$ cat src/rtl/frame_scanout_reader.sv
// frame_scanout_reader: fetches one frame over an Avalon-MM read master into a FIFO and streams it out as valid/ready pixels.
// Ports: clk; reset (async, active-low); start pulse; SD_* Avalon read master (address, read, waitrequest,
// rdata, readdatavalid); pix_valid/pix_ready/pix_r/pix_g/pix_b/pix_last pixel stream; busy, done status;
// underrun_count counts starved busy cycles only when SCANOUT_UNDERRUN_CNT_EN is defined, otherwise reads 0.
module frame_scanout_reader #(
  parameter logic [27:0] BASE_ADDR = 28'h0000000,
  parameter int NUM_PIXELS = 76800,
  parameter int FIFO_DEPTH = 16
) (
  input  logic        clk,
  input  logic        reset,
  input  logic        start,
  output logic        SD_read,
  output logic [27:0] SD_address,
  input  logic        SD_waitrequest,
  input  logic [31:0] SD_rdata,
  input  logic        SD_readdatavalid,
  output logic        pix_valid,
  input  logic        pix_ready,
  output logic [7:0]  pix_r,
  output logic [7:0]  pix_g,
  output logic [7:0]  pix_b,
  output logic        pix_last,
  output logic        busy,
  output logic        done,
  output logic [15:0] underrun_count
);
  localparam int AW = $clog2(FIFO_DEPTH);
  localparam int CW = AW + 1;
  typedef enum logic [1:0] {IDLE, REQ, DRAIN} state_t;
  state_t state, state_n;
  logic [16:0] req_idx, req_n, pop_idx;
  logic [CW-1:0] outstanding, fifo_count;
  logic [CW:0] credit_n;
  logic [AW-1:0] wr_ptr, rd_ptr;
  logic [23:0] mem [FIFO_DEPTH];
  logic go, acc, push, pop, last_acc, last_pop, rd_n, unused_bits;
  assign unused_bits = ^SD_rdata[31:24];
  assign go = start & (state == IDLE);
  assign acc = SD_read & ~SD_waitrequest;
  assign push = SD_readdatavalid & (state != IDLE);
  assign pix_valid = fifo_count != '0;
  assign pop = pix_valid & pix_ready;
  assign last_acc = acc & (req_idx == 17'(NUM_PIXELS - 1));
  assign last_pop = pop & (pop_idx == 17'(NUM_PIXELS - 1));
  assign req_n = go ? '0 : req_idx + 17'(acc);
  // Occupancy seen next cycle; a response only moves an entry from outstanding into the FIFO.
  assign credit_n = (CW+1)'(fifo_count) + (CW+1)'(outstanding) + (CW+1)'(acc) - (CW+1)'(pop);
  assign rd_n = (state_n == REQ) & (req_n < 17'(NUM_PIXELS)) & (credit_n < (CW+1)'(FIFO_DEPTH));
  always_ff @(posedge clk or negedge reset)
    if (!reset) state <= IDLE;
    else state <= state_n;
  always_comb
    state_n = go ? REQ : (state == REQ && last_acc) ? DRAIN : (state == DRAIN && last_pop) ? IDLE : state;
  always_comb begin
    busy = state != IDLE;
    pix_last = pix_valid & (pop_idx == 17'(NUM_PIXELS - 1));
    {pix_r, pix_g, pix_b} = pix_valid ? mem[rd_ptr] : 24'h0;
  end
  always_ff @(posedge clk or negedge reset) begin
    if (!reset) begin
      SD_read <= 1'b0;
      SD_address <= '0;
      req_idx <= '0;
      pop_idx <= '0;
      outstanding <= '0;
      fifo_count <= '0;
      wr_ptr <= '0;
      rd_ptr <= '0;
      done <= 1'b0;
    end else begin
      // A stalled request stays up; req_n does not move, so the address holds too.
      SD_read <= (SD_read & SD_waitrequest) | rd_n;
      SD_address <= BASE_ADDR + {9'h0, req_n, 2'b00};
      req_idx <= req_n;
      pop_idx <= go ? '0 : pop_idx + 17'(pop);
      outstanding <= outstanding + CW'(acc) - CW'(push);
      fifo_count <= fifo_count + CW'(push) - CW'(pop);
      wr_ptr <= wr_ptr + AW'(push);
      rd_ptr <= rd_ptr + AW'(pop);
      done <= last_pop & (state == DRAIN);
    end
  end
  always_ff @(posedge clk)
    if (push) mem[wr_ptr] <= SD_rdata[23:0];
`ifdef SCANOUT_UNDERRUN_CNT_EN
  always_ff @(posedge clk or negedge reset)
    if (!reset) underrun_count <= '0;
    else if (go) underrun_count <= '0;
    else if (busy & pix_ready & ~pix_valid & (underrun_count != 16'hFFFF)) underrun_count <= underrun_count + 16'd1;
`else
  assign underrun_count = 16'h0000;
`endif
endmodule

$ cat config.mk
export PLATFORM = sky130hd
export DESIGN_NAME = frame_scanout_reader
export DESIGN_NICKNAME = d
export VERILOG_FILES = /design/src/rtl/frame_scanout_reader.sv
export SDC_FILE = /design/constraint.sdc
export NUM_CORES = 1
export LEC_CHECK = 0
export CORE_ASPECT_RATIO = 0.7
export CORE_UTILIZATION = 60
export CTS_CLUSTER_DIAMETER = 120
export DETAILED_ROUTE_END_ITERATION = 6
export GPL_ROUTABILITY_DRIVEN = 1
export PLACE_DENSITY = 0.82
export SETUP_SLACK_MARGIN = 0.1
export SYNTH_ARGS = -nofsm -noshare
export SYNTH_HDL_FRONTEND = slang
export SYNTH_SLANG_ARGS = --single-unit
$ cat constraint.sdc
create_clock -name clk -period 5.8 [get_ports clk]
set_input_delay 1.16 -clock clk [delete_from_list [all_inputs] [get_ports clk]]
set_output_delay 1.16 -clock clk [all_outputs]
set_load 0.02 [all_outputs]
==> results.md, run 1 <==
- Outcome: finished clean
- Clock root buffer: clkbuf_16
- Finish-stage setup viols: 0
- Post-synthesis xor/xnor area fraction: 0.02003
- RSZ-0062 raised after global routing: false
- Crit path launch: rd_ptr[0]$_DFF_PN0_
- Post-synth top area share: 0.6431
- Clk pwr share: 0.256
- Net count, final: ~1100
- Slew Limit Fails: 0
- Worst-margin pin slew: about 1.2 ns
- Worst Hold Class: register to register
- VDD IR max: a little under 400 µV
- Site Rows: between 50 and 60
- Hold path startpoint: outstanding[0]$_DFF_PN0_
- CTS resizes: 0
- Netlist cell types: 47
- Leading area contributor after synthesis: edfxtp_1
- Worst Clk Skew: roughly 0.016 ns
- Syn. warnings: 0
- Die X: about 210 µm
- Simple-gate share of the synthesized area: 0.04954
- Worst path required time: around 4.6 ns
- LEAKAGE: 6.948 nW
- GRT Residual Overflow: 0
- Max clock buf depth: 3
- Clk Latency, worst-skew pair: 0.54 ns
- Vias in the first global route: 9057
- Post-DR vias/cell: between 6 and 7
- Register bit total from synthesis: 440
- # H-tree levels: 2
- Reg clk slew, reported paths: ~0.06 ns
- Fmax: approximately 210 MHz
- Compound-Gate Fraction of Synth Area: 0.007187
- Final Cell Area: 0.02035 mm²
- Logic pwr share: 0.317
- Int Pwr: around 7 mW
- Fin crit share: 0.8183
- Cell area after synthesis: approximately 0.018 mm²
- Share of layout cells above drive strength 1: 0.2105
- Mux cell area share after synthesis: 0.1514
- Die Y: 146.6 µm
- Worst flop-to-flop path startpoint: fifo_count[2]$_DFF_PN0_
- Global Route Usage Sum: 0.2498
- Placed Area: ~0.019 mm²
- Initial Util: 0.6152
- Net Sw Frac: 0.3003
- Total clock buffers created by CTS: 40
- Crit path DAT: approximately 3.6 ns
- Sw power: ~3 mW
- Port Buffers: 75
- TritonCTS clock tree: built
- Diodes inserted: 0
- I/O pin cnt: 111
- Postcts setup bufs: 0
- Cells after Synth: 921
- Routed len/inst: ~26 µm
- Number of max-cap violations: 0
- Synth area leaders: edfxtp_1 (64%), mux4_2 (15%), dfrtp_1 (7.8%)
- Fin. Hold Viols: 0
- Largest family of logic cells by synthesized area: multiplexers
- Area Overhead vs Synth: 13.52%
- DRT Pass-1 Iters: 4
- DR DRC count: 0
- Crit-path max FO: 35
- Setup TNS: 0 ns
- Ys async rst share: 0.1273
- RePlAce Congestion: slightly above 0.8
- Initial antenna violation count: 0
- Post-DP HPWL: roughly 20 mm
- Seq pwr share: 0.427
- Sequential-to-total area share from yosys stat: 0.7212
- Worst Setup End Kind: primary output
- Syn avg cell area: a little under 20 µm²
- Type of origin of the critical path: register
- Vias: around 8900
- Clock sinks: 440
- PD cells: just under 500 mW/mm²
- Final WL: 36.74 mm
- Critical path class: register to primary output
- Post-synth EDFFs: ~380
- Primary FF master, synth: edfxtp_1
- R2R Setup Slk: 2.23 ns
- ANT nets after route: 0
- Largest net degree at the start of global routing: 57
- Finished Core Util: 0.6983
- First-pass GRT wire length: ~55 mm
- Core ar.: approximately 0.029 mm²
- Rel. slew slack: 0.1697
- Post-CTS Hold Buffers: 0
- Die area: about 0.031 mm²
- Initial drt markers: roughly 1000
- Adder-cell share of the synthesized area: 0.02038
- Final worst path period need: about 4.7 ns
worst paths after layout:
check,endpoint,depth (start not counted)
worst min-delay path,outstanding[0]$_DFF_PN0_,1
worst max register to register,SD_read$_DFF_PN0_,14
max in group asynchronous,rd_ptr[0]$_DFF_PN0_,2
worst min register to register,outstanding[0]$_DFF_PN0_,1
min in group asynchronous,SD_address[11]$_DFF_PN0_,2
worst max-delay path,pix_r[5],5
final cells by class:
cell class                      instances  area (µm²)
Fill cell                            1731        8793
Clock buffer                           54        1085
Timing Repair Buffer                   96       940.9
Inverter                               32       120.1
Clock inverter                         18       162.7
Tap cell                              378       473.0
Multi-Input combinational cell        410        4632
Sequential cell                       440       12940
logic make-up (layout without fill, tap and decap cells):
family / count (synthesis) / count (layout)
multiplexers: 121 / 121
adder cells (fa/ha/maj): 28 / 28
XOR/XNOR: 41 / 41
AO/OA/AOI/OAI: 21 / 21
flip-flops: 440 / 440
buffers and inverters: 97 / 200
other: 1 / 27
AND/OR/NAND/NOR: 172 / 172
synthesized netlist by cell type (2+ instances only):
cell / n
nor2_1: 50
buf_1: 6
nand3_1: 19
nand3b_1: 2
inv_2: 2
buf_4: 27
nand2b_1: 2
mux4_2: 120
buf_2: 14
fa_1: 2
a21oi_1: 9
nor2b_1: 7
inv_1: 30
o21ai_0: 3
nand4_1: 9
nor3_1: 7
nand2_1: 22
xor2_1: 22
ha_1: 26
edfxtp_1: 384
nor4_1: 4
and3_1: 7
and4_1: 2
or3_1: 5
xnor2_1: 19
buf_12: 3
dfrtp_1: 56
clkbuf_1: 14
a21o_1: 4
and2_1: 27
worst max-delay path, stage by stage (launching register included):
cell,delay (ns)
dfrtp_4,0.86
buf_12,0.35
mux4_2,0.55
mux4_2,0.54
and2_1,0.18
clkdlybuf4s50_1,0.54
power by group through the flow:
| stage | logic (mW) | registers (mW) | clock network (mW) |
|---|---|---|---|
| after floorplan | 2.39 | 4.03 | 0 |
| after global placement | 3.10 | 4.30 | 0 |
| after detailed placement | 3.17 | 4.32 | 0 |
| after CTS | 3.21 | 4.26 | 2.59 |
| after global routing | 3.39 | 4.31 | 2.71 |
| final | 3.17 | 4.26 | 2.55 |
sequential cells by signal, indices dropped and copies added, names as in the netlist, 2 cells and up:
signal / cells
rd_ptr: 4
pop_idx: 17
wr_ptr: 4
SD_address: 17
state: 2
fifo_count: 5
outstanding: 5
mem: 384
layout by cell type (no fill, tap or decap), drive strengths merged, types with 5 or more instances in the layout:
cell type      netlist  final
a21oi                9      9
and2                27     27
and3                 7      7
buf                 51     22
clkbuf              14     54
clkdlybuf4s50        0     74
clkinv               0     15
conb                 1     27
dfrtp               56     56
edfxtp             384    384
ha                  26     26
inv                 32     32
mux4               120    120
nand2               22     22
nand3               19     19
nand4                9      9
nor2                50     50
nor2b                7      7
nor3                 7      7
or3                  5      5
xnor2               19     19
xor2                22     22
routing by layer:
layer	vias up	track usage	routed length (µm)
li1	3780	-	-
met2	412	0.3878	17700
met1	4625	0.3705	15360
met3	47	0.05334	3113
met4	0	0.05956	566
met5	-	0	0
stage by stage:
step	std cells	power, mW	setup WS [ns]	hold slack (ns)
after floorplan	947	6.423	2.084	0.4731
after global placement	1356	7.394	1.515	0.4877
after detailed placement	1356	7.489	1.447	0.5012
after CTS	1428	10.06	0.9736	0.5183
after global routing	1428	10.41	0.8947	0.5303
final	1428	9.977	1.054	0.5151
Note: power is estimated with default switching activity, not from simulation.
==> run 2, diff against run 1 <==
--- a/config.mk
+++ b/config.mk
@@ -6,11 +6,11 @@
 export NUM_CORES = 1
 export LEC_CHECK = 0
 export CORE_ASPECT_RATIO = 0.7
-export CORE_UTILIZATION = 60
+export CORE_UTILIZATION = 53
 export CTS_CLUSTER_DIAMETER = 120
 export DETAILED_ROUTE_END_ITERATION = 6
 export GPL_ROUTABILITY_DRIVEN = 1
-export PLACE_DENSITY = 0.82
+export PLACE_DENSITY = 0.77
 export SETUP_SLACK_MARGIN = 0.1
 export SYNTH_ARGS = -nofsm -noshare
 export SYNTH_HDL_FRONTEND = slang
==> constraint.sdc (replaced) <==
create_clock -name clk -period 4 [get_ports clk]
set_input_delay 0.8 -clock clk [delete_from_list [all_inputs] [get_ports clk]]
set_output_delay 0.8 -clock clk [all_outputs]
set_load 0.02 [all_outputs]
==> results.md, run 2 (synthesized netlist as in run 1, its figures left out) <==
- DRT Pass-1 Iters: 5 (+1)
- Die area: 0.03458 mm² (+13%)
- Seq pwr share: 0.395 (-0.032)
- Post-DR vias/cell: 5.983 (-3.6%)
- Clock root buffer: clkbuf_16
- Most common cell after layout, fill and taps aside: edfxtp_1
- I/O pin cnt: 111 (unchanged)
- Vias: 9022 (+1.8%)
- Fmax: roughly 260 MHz
- Diodes inserted: 0 (unchanged)
- # H-tree levels: 2 (unchanged)
- Int Pwr: 10.41 mW (+49%)
- Max FFs per register: 384 (unchanged)
- Crit path DAT: 3.08 ns (-0.51 ns)
- Most frequent cells in the layout: edfxtp_1 (384), mux4_2 (120), clkdlybuf4s50_1 (54)
- Crit path cell chain: buf_12 > buf_16 > mux4_2 > mux4_2 > and2_1 > clkdlybuf4s50_1
- PD cells: 713.7 mW/mm² (+46%)
- Overall Power: 14.99 mW (+50%)
- Final worst path period need: 3.884 ns
- Die X: 221.8 µm (+6.3%)
- First-pass GRT wire length: 57.12 mm (+3.3%)
- Worst flop-to-flop path startpoint: fifo_count[3]$_DFF_PN0_
- Logic pwr share: 0.352 (+0.035)
- Net Sw Frac: 0.3055 (+0.005124)
- Worst Clk Skew: 0.01631 ns (+0.0007610 ns)
- CP bufs+invs: 3 (+1)
- Initial Util: 0.5463 (-0.06891)
- Sw power: 4.578 mW (+53%)
- Net count, final: 1116 (+2.8%)
- Clock sinks: 440 (unchanged)
- TritonCTS clock tree: built
- Largest Register: mem
- LEAKAGE: 7.299 nW (+5.1%)
- Port Buffers: 75 (unchanged)
- Largest net degree at the start of global routing: 35 (-39%)
- Biggest regs: mem: 384 flops, SD_address: 17 flops, pop_idx: 17 flops
- Worst-margin pin slew: 0.6233 ns (-0.6222 ns)
- Family with the most delay on the worst path: multiplexers
- DR DRC count: 0 (unchanged)
- Worst Hold Class: input port to asynchronous set/reset pin
- RSZ-0062 raised after global routing: true
- Slowest CP cell: clkdlybuf4s50_1
- Finish-stage setup viols: 0 (unchanged)
- Most used cell, CP: mux4_2
- Initial drt markers: 1041 (+4.3%)
- Fin. Hold Viols: 0 (unchanged)
- Setup TNS: 0 ns (unchanged)
- Post-CTS Hold Buffers: 0 (unchanged)
- RR Endpoint: pop_idx[16]$_DFF_PN0_
- Vias in the first global route: 9148 (+1.0%)
- Post-DP HPWL: 20.91 mm (+4.6%)
- Worst path required time: 3.20 ns (-1.44 ns)
- RePlAce Congestion: 0.7903 (-2.8%)
- Outcome: finished clean
- Core ar.: 0.03283 mm² (+13%)
- Number of max-cap violations: 0 (unchanged)
- Rel. slew slack: 0.5835 (+0.4138)
- Area Overhead vs Synth: 17.12%
- Worst Setup End Kind: primary output
- Reg clk slew, reported paths: 0.06 ns (about the same)
- CP max stage delay: 0.53 ns (-0.33 ns)
- Global Route Usage Sum: 0.2276 (-0.02220)
- Slew Limit Fails: 0 (unchanged)
- Clk Latency, worst-skew pair: 0.56 ns (+0.02 ns)
- Routed len/inst: 25.80 µm (+0.29%)
- Fin crit share: 0.9709
- GRT Residual Overflow: 0 (unchanged)
- Type of origin of the critical path: register
- R2r worst-path depth: 13 (-1)
- Total clock buffers created by CTS: 42 (+5.0%)
- Initial antenna violation count: 2 (+2)
- Clk pwr share: 0.252 (-0.004)
- Crit-path max FO: 13 (-63%)
- Final WL: 38.90 mm (+5.9%)
- VDD IR max: 475.6 µV (+20%)
- Site Rows: 55 (+5.8%)
- ANT nets after route: 0 (unchanged)
- Critical path class: register to primary output
- Max clock buf depth: 3 (unchanged)
- Die Y: 155.9 µm (+6.3%)
- Share of layout cells above drive strength 1: 0.2303 (+0.01987)
- R2R Setup Slk: 1.25 ns (-0.98 ns)
run 2: how the worst max path moves through the flow:
stage | to | from | slack (ns) | depth (start not counted)
3_5_place_dp | SD_read$_DFF_PN0_ | SD_waitrequest | 0.50 | 10
3_3_place_gp | pix_r[1] | rd_ptr[1]$_DFF_PN0_ | 0.54 | 5
6_report | pix_g[3] | rd_ptr[0]$_DFF_PN0_ | 0.12 | 6
5_1_grt | pix_g[3] | rd_ptr[0]$_DFF_PN0_ | 0.03 | 6
2_1_floorplan | mem[0][0]$_DFFE_PP_ | SD_readdatavalid | 0.64 | 3
4_1_cts | pix_r[5] | rd_ptr[0]$_DFF_PN0_ | 0.01 | 6
run 2: layer usage:
layer	up-vias	track usage	part of all wire
met4	2	0.05093	0.018
met1	4716	0.3349	0.42
met5	-	0	0.00031
li1	3841	-	-
met2	403	0.3604	0.48
met3	60	0.04143	0.085
run 2: power groups by stage:
stage / combinational (mW) / clock (mW) / sequential (mW)
2_1_floorplan: 3.47 / 0 / 5.84
3_3_place_gp: 4.86 / 0 / 6.01
6_report: 5.28 / 3.78 / 5.93
3_5_place_dp: 4.94 / 0 / 6.04
5_1_grt: 5.67 / 4.00 / 5.98
4_1_cts: 5.18 / 3.83 / 5.94
run 2: layout make-up:
type	count	area, µm²
Clock inverter	25	215.2
Tap cell	427	534.3
Inverter	32	120.1
Sequential cell	440	12940
Timing Repair Buffer	124	1446
Fill cell	2163	11830
Clock buffer	50	1081
Multi-Input combinational cell	410	4662
run 2: timing repair:
item / 4_1_cts / 5_1_grt
setup buffers: 3 / 3
resized for setup: 15 / 9
cloned: 3 / 3
setup endpoints to repair: 24 / 13
run 2: stage by stage:
| step | setup WS, ns | utilization | cell area [µm²] | std cells | hold slack (ns) |
|---|---|---|---|---|---|
| after global routing | 0.03060 | 0.6398 | 21000 | 1508 | 0.2744 |
| after detailed placement | 0.4991 | 0.5916 | 19420 | 1421 | 0.4974 |
| after global placement | 0.5351 | 0.5916 | 19420 | 1421 | 0.4887 |
| after CTS | 0.01284 | 0.6356 | 20860 | 1502 | 0.2453 |
| after floorplan | 0.6443 | - | 18030 | 947 | 0.4731 |
| final | 0.1164 | 0.6398 | 21000 | 1508 | 0.2395 |
==> run 3, diff against run 2 <==
--- a/config.mk
+++ b/config.mk
@@ -6,11 +6,11 @@
 export NUM_CORES = 1
 export LEC_CHECK = 0
 export CORE_ASPECT_RATIO = 0.7
-export CORE_UTILIZATION = 53
+export CORE_UTILIZATION = 40
 export CTS_CLUSTER_DIAMETER = 120
 export DETAILED_ROUTE_END_ITERATION = 6
 export GPL_ROUTABILITY_DRIVEN = 1
-export PLACE_DENSITY = 0.77
+export PLACE_DENSITY = 0.62
 export SETUP_SLACK_MARGIN = 0.1
 export SYNTH_ARGS = -nofsm -noshare
 export SYNTH_HDL_FRONTEND = slang
==> results.md, run 3 (synthesized netlist as in run 1, its figures left out) <==
- Outcome: finished clean
- Die area: 0.04569 mm² (+32%)
- Worst-margin pin slew: 1.028 ns (+0.4043 ns)
- Critical path depth in cells: 6 (unchanged)
- Logic pwr share: 0.335 (-0.017)
- R2r worst-path depth: 9 (-4)
- ANT nets after route: 0 (unchanged)
- Slowest CP cell: clkdlybuf4s50_1
- VDD IR max: 398.1 µV (-16%)
- CP bufs+invs: 3 (unchanged)
- DR DRC count: 0 (unchanged)
- Most frequent cells in the layout: edfxtp_1 (384), mux4_2 (120), dfrtp_1 (53)
- Seq pwr share: 0.390 (-0.005)
- RSZ-0062 raised after global routing: true
- Global Route Usage Sum: 0.1711 (-0.05655)
- TritonCTS clock tree: built
- Fin crit share: 0.9689 (-0.002002)
- R2R Setup Slk: 1.23 ns (-0.02 ns)
- Site Rows: 64 (+16%)
- I/O pin cnt: 111 (unchanged)
- LEAKAGE: 7.305 nW (about the same)
- Vias in the first global route: 8898 (-2.7%)
- Post-CTS Hold Buffers: 0 (unchanged)
- Type of origin of the critical path: register
- Fmax: 258.0 MHz (+0.21%)
- Most used cell, CP: mux4_2
- Clock root buffer: clkbuf_16
- Finished Core Util: 0.4818 (-0.1580)
- Worst flop-to-flop path startpoint: SD_read$_DFF_PN0_
- CP max stage delay: 0.53 ns (about the same)
- Final WL: 37.49 mm (-3.6%)
- Clk Latency, worst-skew pair: 0.56 ns (about the same)
- Placed cell count: 1586 (+12%)
- Initial antenna violation count: 2 (unchanged)
- Crit path DAT: 3.08 ns (about the same)
- Net Sw Frac: 0.3014 (-0.004091)
- Clk pwr share: 0.275 (+0.023)
- Post-DP HPWL: 21.77 mm (+4.1%)
- Max clock buf depth: 3 (unchanged)
- Fin. Hold Viols: 0 (unchanged)
- Critical path class: register to primary output
- Worst setup endpoint: pix_r[1]
- Pre-CTS setup slack: 0.4220 ns (-0.07711 ns)
- Rel. slew slack: 0.3149 (-0.2686)
- Total clock buffers created by CTS: 43 (+2.4%)
- Int Pwr: 10.54 mW (+1.3%)
- Worst Setup End Kind: primary output
- Worst path required time: 3.20 ns (about the same)
- RePlAce Congestion: 0.7577 (-4.1%)
- Initial Util: 0.4079 (-0.1384)
- Diodes inserted: 0 (unchanged)
- Largest Register: mem
- Most common cell after layout, fill and taps aside: edfxtp_1
- Core ar.: 0.04396 mm² (+34%)
- PD cells: 712.5 mW/mm² (-0.16%)
- Finish-stage setup viols: 0 (unchanged)
- Initial drt markers: 777 (-25%)
- GRT Residual Overflow: 0 (unchanged)
- Area Overhead vs Synth: 18.12%
- Crit path cell chain: buf_12 > buf_16 > mux4_2 > mux4_2 > and2_1 > clkdlybuf4s50_1
- Crit-path max FO: 12 (-1)
- Reg clk slew, reported paths: 0.06 ns (about the same)
- Routed len/inst: 22.45 µm (-13%)
- Share of layout cells above drive strength 1: 0.2314 (+0.001070)
- Die Y: 179.1 µm (+15%)
- Setup TNS: 0 ns (unchanged)
- Worst Hold Class: input port to asynchronous set/reset pin
- Number of max-cap violations: 0 (unchanged)
- # H-tree levels: 2 (unchanged)
- DRT Pass-1 Iters: 7 (+2)
- RR Endpoint: SD_read$_DFF_PN0_
- Worst Clk Skew: 0.01541 ns (-0.0008974 ns)
- Post-DR vias/cell: 5.229 (-13%)
- Die X: 255.1 µm (+15%)
- Net count, final: 1108 (-0.72%)
- Min Hold Slack: 0.4345 ns (+0.1949 ns)
- Crit path launch: rd_ptr[0]$_DFF_PN0_
- Biggest regs: mem: 384 flops, SD_address: 17 flops, pop_idx: 17 flops
- Family with the most delay on the worst path: multiplexers
- Slew Limit Fails: 0 (unchanged)
- Sw power: 4.548 mW (-0.65%)
- PnR worst setup slack: 0.1244 ns (+0.008009 ns)
- Max FFs per register: 384 (unchanged)
- Non-filler cells, final: 1670 (+11%)
- Vias: 8733 (-3.2%)
- First-pass GRT wire length: 56.91 mm (-0.36%)
- Largest net degree at the start of global routing: 60 (+71%)
- Port Buffers: 75 (unchanged)
- Final worst path period need: 3.876 ns (-0.008009 ns)
- Clock sinks: 440 (unchanged)
## run 3: changes by cell type in the layout (fill, tap and decap cells not counted), sizes merged
cell / change
buf: -6
bufbuf: -1
bufinv: +3
clkbuf: -4
clkdlybuf4s50: -3
clkinv: +7
clkinvlp: -2
dlygate4sd2: +2
dlymetal6s2s: +1
inv: -2
## run 3: worst min path at each step
stage	slack, ns	cells past startpoint	end	start
4_1_cts	0.46	1	SD_address[11]$_DFF_PN0_	reset
6_report	0.43	1	SD_address[11]$_DFF_PN0_	reset
3_5_place_dp	0.49	2	SD_read$_DFF_PN0_	SD_read$_DFF_PN0_
5_1_grt	0.51	1	SD_address[2]$_DFF_PN0_	reset
3_3_place_gp	0.49	1	outstanding[0]$_DFF_PN0_	outstanding[0]$_DFF_PN0_
2_1_floorplan	0.47	1	rd_ptr[1]$_DFF_PN0_	rd_ptr[1]$_DFF_PN0_
## run 3: area by class of cell
class | count | area, µm²
fillers | 3610 | 22780
inverters | 32 | 120.1
repair buffers | 115 | 1251
multi-input cells | 410 | 4672
clock buffers | 48 | 1137
clock inverters | 31 | 315.3
well taps | 594 | 743.2
flip-flops and latches | 440 | 12940
## run 3: power by group through the flow
stage,Combinational [mW],Sequential (mW),Clock (mW)
final,5.05,5.88,4.16
after global routing,5.51,5.94,4.42
after CTS,5.15,5.89,4.26
after detailed placement,5.12,6.04,0
after global placement,5.04,6.02,0
after floorplan,3.47,5.84,0
## run 3: routing by layer
| metal | GRT usage | vias up | routed length (µm) |
|---|---|---|---|
| met2 | 0.2617 | 226 | 17210 |
| met4 | 0.03593 | 4 | 514 |
| met3 | 0.03208 | 49 | 2187 |
| met1 | 0.2556 | 4623 | 17560 |
| li1 | - | 3831 | - |
| met5 | 0 | - | 23 |
## run 3: per-stage QoR
| stage | power (mW) | area, µm² |
|---|---|---|
| after global routing | 15.87 | 21180 |
| final | 15.09 | 21180 |
| after CTS | 15.29 | 21120 |
| after global placement | 11.06 | 19640 |
| after detailed placement | 11.16 | 19640 |
| after floorplan | 9.313 | 18030 |
## run 3: repair_timing
action,in CTS,in global routing
setup endpoints to repair,24,11
buffers inserted,4,0
endpoints found under the hold margin,0,0
cloned,0,1
gates resized for setup,14,12
